===== src/rtl/instr_fetch_if.sv =====
// Fetch-stage bus bundle: memory byte-read channel, instruction handshake to the core,
// and hold/jump control.
interface instr_fetch_if #(
    parameter int ADDR_W = 8
);
    // A handshake moves data only on a cycle where both sides agree:
    // a memory byte transfers when o_mem_read && i_mem_ready, and an instruction
    // transfers when o_instr_ready && i_instr_read. Otherwise the transfer does not happen.
    logic              o_mem_read;
    logic [ADDR_W-1:0] o_mem_addr;
    logic              i_mem_ready;
    logic [7:0]        i_mem_data;
    logic              o_instr_ready;
    logic [7:0]        o_opcode;
    logic [7:0]        o_arg1;
    logic [7:0]        o_arg2;
    logic [ADDR_W-1:0] o_instr_pc;
    logic              i_instr_read;
    logic              i_hold;
    logic              i_jump;
    logic [ADDR_W-1:0] i_jump_addr;

    modport master (
        output o_mem_read, o_mem_addr, o_instr_ready, o_opcode, o_arg1, o_arg2, o_instr_pc,
        input  i_mem_ready, i_mem_data, i_instr_read, i_hold, i_jump, i_jump_addr
    );

    modport slave (
        input  o_mem_read, o_mem_addr, o_instr_ready, o_opcode, o_arg1, o_arg2, o_instr_pc,
        output i_mem_ready, i_mem_data, i_instr_read, i_hold, i_jump, i_jump_addr
    );
endinterface


===== src/rtl/instr_fetch.sv =====
// Instruction fetch: walks the PC through byte memory, assembles 3-byte instructions
// and feeds them to the core through a small prefetch queue.
module instr_fetch #(
    parameter int ADDR_W   = 8,
    parameter int DEPTH    = 2,
    parameter int RESET_PC = 0
) (
    input  logic                     i_clk,
    input  logic                     i_rst,
    instr_fetch_if.master            bus,
    output logic [1:0]               o_dbg_byte_idx,
    output logic [$clog2(DEPTH):0]   o_dbg_count
);
    localparam int PTR_W = $clog2(DEPTH);
    localparam logic [PTR_W:0] CNT_FULL = (PTR_W+1)'(DEPTH);

    typedef enum logic [1:0] {B0 = 2'd0, B1 = 2'd1, B2 = 2'd2} byte_idx_t;

    byte_idx_t         r_byte_idx, w_byte_idx_nxt;
    logic [ADDR_W-1:0] r_pc, w_pc_nxt;
    logic [7:0]        r_op, r_a1;
    logic [ADDR_W-1:0] r_op_pc;

    logic [7:0]        r_q_op [DEPTH];
    logic [7:0]        r_q_a1 [DEPTH];
    logic [7:0]        r_q_a2 [DEPTH];
    logic [ADDR_W-1:0] r_q_pc [DEPTH];
    logic [PTR_W-1:0]  r_rd_ptr, r_wr_ptr;
    logic [PTR_W:0]    r_count;

    logic w_mem_read, w_accept, w_push, w_pop;

    // Slot is only checked at B0; a started instruction already owns its slot.
    assign w_mem_read = !i_rst && !bus.i_hold && !bus.i_jump &&
                        (r_byte_idx != B0 || r_count < CNT_FULL);
    assign w_accept   = w_mem_read && bus.i_mem_ready;
    assign w_push     = w_accept && (r_byte_idx == B2);
    assign w_pop      = bus.i_instr_read && (r_count != '0);

    always_comb begin
        w_byte_idx_nxt = r_byte_idx;
        w_pc_nxt       = r_pc;
        if (bus.i_jump) begin
            w_byte_idx_nxt = B0;
            w_pc_nxt       = bus.i_jump_addr;
        end else if (w_accept) begin
            w_pc_nxt = r_pc + 1'b1;
            case (r_byte_idx)
                B0:      w_byte_idx_nxt = B1;
                B1:      w_byte_idx_nxt = B2;
                default: w_byte_idx_nxt = B0;
            endcase
        end
    end

    always_ff @(posedge i_clk or posedge i_rst) begin
        if (i_rst) begin
            r_byte_idx <= B0;
            r_pc       <= ADDR_W'(RESET_PC);
        end else begin
            r_byte_idx <= w_byte_idx_nxt;
            r_pc       <= w_pc_nxt;
        end
    end

    // Assembly registers and queue; jump wins over push and pop in the same cycle.
    always_ff @(posedge i_clk or posedge i_rst) begin
        if (i_rst) begin
            r_op     <= '0;
            r_a1     <= '0;
            r_op_pc  <= '0;
            r_rd_ptr <= '0;
            r_wr_ptr <= '0;
            r_count  <= '0;
            for (int i = 0; i < DEPTH; i++) begin
                r_q_op[i] <= '0;
                r_q_a1[i] <= '0;
                r_q_a2[i] <= '0;
                r_q_pc[i] <= '0;
            end
        end else if (bus.i_jump) begin
            r_rd_ptr <= '0;
            r_wr_ptr <= '0;
            r_count  <= '0;
        end else begin
            if (w_accept && r_byte_idx == B0) begin
                r_op    <= bus.i_mem_data;
                r_op_pc <= r_pc;
            end
            if (w_accept && r_byte_idx == B1) r_a1 <= bus.i_mem_data;
            if (w_push) begin
                r_q_op[r_wr_ptr] <= r_op;
                r_q_a1[r_wr_ptr] <= r_a1;
                r_q_a2[r_wr_ptr] <= bus.i_mem_data;
                r_q_pc[r_wr_ptr] <= r_op_pc;
                r_wr_ptr         <= r_wr_ptr + 1'b1;
            end
            if (w_pop) r_rd_ptr <= r_rd_ptr + 1'b1;
            case ({w_push, w_pop})
                2'b10:   r_count <= r_count + 1'b1;
                2'b01:   r_count <= r_count - 1'b1;
                default: r_count <= r_count;
            endcase
        end
    end

    assign bus.o_mem_read    = w_mem_read;
    assign bus.o_mem_addr    = r_pc;
    assign bus.o_instr_ready = (r_count != '0);
    assign bus.o_opcode      = r_q_op[r_rd_ptr];
    assign bus.o_arg1        = r_q_a1[r_rd_ptr];
    assign bus.o_arg2        = r_q_a2[r_rd_ptr];
    assign bus.o_instr_pc    = r_q_pc[r_rd_ptr];
    assign o_dbg_byte_idx    = r_byte_idx;
    assign o_dbg_count       = r_count;
endmodule


===== src/flat_wrapper.sv =====
// flat-port wrapper written by rule: the top's interface ports become plain ports
module instr_fetch_flat 
#(
    parameter int ADDR_W   = 8,
    parameter int DEPTH    = 2,
    parameter int RESET_PC = 0
)
  (i_clk, i_rst, o_dbg_byte_idx, o_dbg_count, bus_o_mem_read, bus_o_mem_addr, bus_o_instr_ready, bus_o_opcode, bus_o_arg1, bus_o_arg2, bus_o_instr_pc, bus_i_mem_ready, bus_i_mem_data, bus_i_instr_read, bus_i_hold, bus_i_jump, bus_i_jump_addr);
  instr_fetch_if #(.ADDR_W(ADDR_W)) bus_i ();
  input  logic i_clk;
  input  logic i_rst;
  output logic [1:0] o_dbg_byte_idx;
  output logic [$clog2(DEPTH):0] o_dbg_count;
  output wire logic [$bits(bus_i.o_mem_read)-1:0] bus_o_mem_read;
  output wire logic [$bits(bus_i.o_mem_addr)-1:0] bus_o_mem_addr;
  output wire logic [$bits(bus_i.o_instr_ready)-1:0] bus_o_instr_ready;
  output wire logic [$bits(bus_i.o_opcode)-1:0] bus_o_opcode;
  output wire logic [$bits(bus_i.o_arg1)-1:0] bus_o_arg1;
  output wire logic [$bits(bus_i.o_arg2)-1:0] bus_o_arg2;
  output wire logic [$bits(bus_i.o_instr_pc)-1:0] bus_o_instr_pc;
  input wire logic [$bits(bus_i.i_mem_ready)-1:0] bus_i_mem_ready;
  input wire logic [$bits(bus_i.i_mem_data)-1:0] bus_i_mem_data;
  input wire logic [$bits(bus_i.i_instr_read)-1:0] bus_i_instr_read;
  input wire logic [$bits(bus_i.i_hold)-1:0] bus_i_hold;
  input wire logic [$bits(bus_i.i_jump)-1:0] bus_i_jump;
  input wire logic [$bits(bus_i.i_jump_addr)-1:0] bus_i_jump_addr;
  assign bus_o_mem_read = bus_i.o_mem_read;
  assign bus_o_mem_addr = bus_i.o_mem_addr;
  assign bus_o_instr_ready = bus_i.o_instr_ready;
  assign bus_o_opcode = bus_i.o_opcode;
  assign bus_o_arg1 = bus_i.o_arg1;
  assign bus_o_arg2 = bus_i.o_arg2;
  assign bus_o_instr_pc = bus_i.o_instr_pc;
  assign bus_i.i_mem_ready = bus_i_mem_ready;
  assign bus_i.i_mem_data = bus_i_mem_data;
  assign bus_i.i_instr_read = bus_i_instr_read;
  assign bus_i.i_hold = bus_i_hold;
  assign bus_i.i_jump = bus_i_jump;
  assign bus_i.i_jump_addr = bus_i_jump_addr;
  instr_fetch #(.ADDR_W(ADDR_W), .DEPTH(DEPTH), .RESET_PC(RESET_PC)) u_core (.i_clk(i_clk), .i_rst(i_rst), .bus(bus_i), .o_dbg_byte_idx(o_dbg_byte_idx), .o_dbg_count(o_dbg_count));
endmodule

===== config.mk =====
export PLATFORM = sky130hd
export DESIGN_NAME = instr_fetch_flat
export DESIGN_NICKNAME = d
export VERILOG_FILES = /design/src/rtl/instr_fetch_if.sv /design/src/rtl/instr_fetch.sv /design/src/flat_wrapper.sv
export SDC_FILE = /design/constraint.sdc
export NUM_CORES = 1
export LEC_CHECK = 0
export ABC_AREA = 0
export CAP_MARGIN = 20
export CORE_UTILIZATION = 40
export DETAILED_ROUTE_END_ITERATION = 7
export PLACE_DENSITY = 0.68
export SLEW_MARGIN = 40
export SYNTH_ARGS = -nofsm -noshare
export SYNTH_HDL_FRONTEND = slang
export SYNTH_SLANG_ARGS = --single-unit

===== constraint.sdc =====
create_clock -name i_clk -period 4 [get_ports i_clk]
set_input_delay 0.8 -clock i_clk [delete_from_list [all_inputs] [get_ports i_clk]]
set_output_delay 0.8 -clock i_clk [all_outputs]
set_load 0.005 [all_outputs]

==> flow_summary_export.csv <==
group,metric,value,unit
global_routing,antenna_found_initial,0,
worst_setup_path,cpPeakStageDelay,0.59,ns
synthesis,synth_edf_count,0,
final_layout,layout_commonest_cell,"dfrtp_1",
sta,hold_viol,0,
final_layout,layout.cells.non_filler,528,
clock_network,clk_path_buf_depth,2,
worst_setup_path,cp.arrival,2.31,ns
clock_network,numCtsBuffers,9,
route,remaining_drc_errors,0,
power,p_per_area,391.2,mW/mm²
placement,dpl_cell_area,0.005446,mm²
clock_network,cts.clk_slew.worst_paths,0.07,ns
floorplanning,dieArea,0.01206,mm²
placement,place_hpwl,5705,µm
floorplanning,die_x,109.8,µm
worst_setup_path,crit_type,"input pin to primary output",
sta,setup_viol,0,
clock_network,cts_max_level,3,
final_layout,area_delta_synth_final,24.04,%
route,postRouteAntennaNets,0,
global_routing,gr-total-overflow,0,
sta,slew_viol_final,0,
synthesis,yosys_warnings,0,
final_layout,finish.utilization,50.71,%
power,p_leak,2.711,nW
final_layout,n_antenna_cell,0,
sta,slew_headroom,56.87,%
clock_network,ctsResizeCount,0,
synthesis,synthCells,313,
floorplanning,start_util,40.88,%
sta,finClkSkew,0.008288,ns
final_layout,final_cell_mix,"dfrtp_1, mux2_2, clkdlybuf4s50_1",
route,wire_per_inst,17.09,µm
sta,timing.hold.ws,0.4854,ns
final_layout,drive_above_1_share,39.48,%
worst_setup_path,path_max_fanout,12,
clock_network,cts_num_sinks,102,
route,vias,2682,
worst_setup_path,cp.required,3.20,ns
clock_network,cts_setup_buffers,0,
placement,dp_slack,0.7474,ns
final_layout,fin_area,0.005766,mm²
worst_setup_path,path_delay_family,"buffers and inverters",
route,dr.pass1.iters,4,
worst_setup_path,critPathLaunchType,"input pin",
synthesis,synthFlopType,"dfrtp_1",
worst_setup_path,cp_cell_sequence,"clkdlybuf4s50_1 > nor4_1 > clkdlybuf4s50_1",
route,wl,9026,µm
sta,fin_crit_sh,77.80,%
worst_setup_path,cpMaxStageDelayCell,"clkdlybuf4s50_1",
worst_hold_path,hold_class,"register to register",
floorplanning,num_io_pins,68,
sta,max_freq,321.3,MHz
synthesis,yosysSeqAreaShare,54.91,%
synthesis,avgSynthCellArea,14.85,µm²
sta,finalSetupTns,0,ns
sta,fin_crit,3.112,ns
worst_setup_path,cpMostUsedCell,"clkdlybuf4s50_1",
placement,gp_congestion,0.7379,
synthesis,ys_async_sr_fraction,100.0,%
global_routing,grt_max_degree,60,
status,status,"complete, no violations",
synthesis,ys_types,35,
clock_network,cts_tree,"done",
sta,tightestPinTransition,0.6469,ns
placement,dp.cells,512,
global_routing,grt_pass1_vias,2759,
route,vias_per_cell,5.080,
global_routing,grt_pass1_wl,14390,µm
floorplanning,core,0.01137,mm²
clock_network,clk_latency,0.34,ns
sta,rsz0062_at_grt,"false",
synthesis,syn_nets,336,
clock_network,cts-root-buf,"clkbuf_16",
final_layout,nNetsFinal,403,
floorplanning,die_h,109.8,µm
synthesis,synth_area,0.004648,mm²
worst_setup_path,cp-end-kind,"primary output",
route,drt_iter0_drc,123,
power,ir_drop,0.2587,mV
placement,io_buffers,67,
job,maxCapViolations,0,
synthesis,ys_ff_latch,102,
clock_network,cts_hold_buf,0,
sta,setup_ws,0.8879,ns
power,power.total,2.255,mW
worst_setup_path,worst-path-buf-inv,2,
global_routing,gr-usage-all-layers,16.01,%
floorplanning,rows,39,
final cells by class:
class                           count  area (µm²)
Timing Repair Buffer               74       748.2
Clock inverter                      6       78.83
Inverter                            2       10.01
Tap cell                          143       178.9
Multi-Input combinational cell    191        1957
Clock buffer                       10       239.0
Fill cell                        1016        5604
Sequential cell                   102        2554
worst reg2reg max path, cell delays in order, from the launching register on:
cell and delay, ns:
dfrtp_1 0.52, or4_4 0.90, mux2_4 0.41
power by group:
group	switching, mW	internal, mW
registers	0.0611	1.10
clock network	0.401	0.515
logic	0.0688	0.111
Yosys cell counts (3+ instances only):
library cell    n  share of area, %
and2_1          3              0.40
nor2_1          6              0.48
buf_2           4              0.43
mux2_4         30               9.7
xnor2_1         3              0.57
nand3_1         3              0.32
xor2_1          6               1.1
buf_12          3               1.3
nand2b_1        4              0.54
mux2_2         91                22
mux2i_1         3              0.65
nand4_1         5              0.67
nor3b_1         3              0.48
dfrtp_1       102                55
o21ai_0         8              0.86
nand2_1         9              0.73
clkbuf_1        8              0.65
routing by layer:
metal | part of all wire (%) | track usage, % | wire [µm]
met5 | 0 | 0 | 0
met2 | 47 | 24.55 | 4217
met3 | 3.3 | 2.786 | 295
met1 | 49 | 22.67 | 4404
met4 | 1.2 | 5.905 | 108
registers in the layout, summed over array words and instances (netlist names), 8 cells and up:
signal and flops:
u_core.r_q_a1 16, u_core.r_q_a2 16, u_core.r_q_op 16, u_core.r_q_pc 16, u_core.bus.o_mem_addr 8, u_core.r_a1 8
u_core.r_op 8, u_core.r_op_pc 8
final timing paths:
check,slack (ns),to,cells past startpoint,startpoint
max,0.89,bus_o_mem_read,3,bus_i_jump
min,0.49,u_core.r_q_a1[12],1,u_core.r_q_a1[12]
max reg2reg,2.06,u_core.r_q_a2[0],2,u_core.o_dbg_byte_idx[0]
min reg2reg,0.49,u_core.r_q_a1[12],1,u_core.r_q_a1[12]
max in group asynchronous,2.33,u_core.r_rd_ptr,3,i_rst
min in group asynchronous,0.94,u_core.bus.o_mem_addr[2],2,i_rst
cell families after synthesis:
group	Yosys count	share of synthesized area, %
xor gates and xnor gates	9	1.696
and+or+nand+nor	45	6.003
muxes	125	32.62
DFF	102	54.91
adders and majority gates	1	0.2691
AOI/OAI and AO/OA	11	1.319
buffers and inverters	20	3.176
Power figures use the tool's default switching activity.
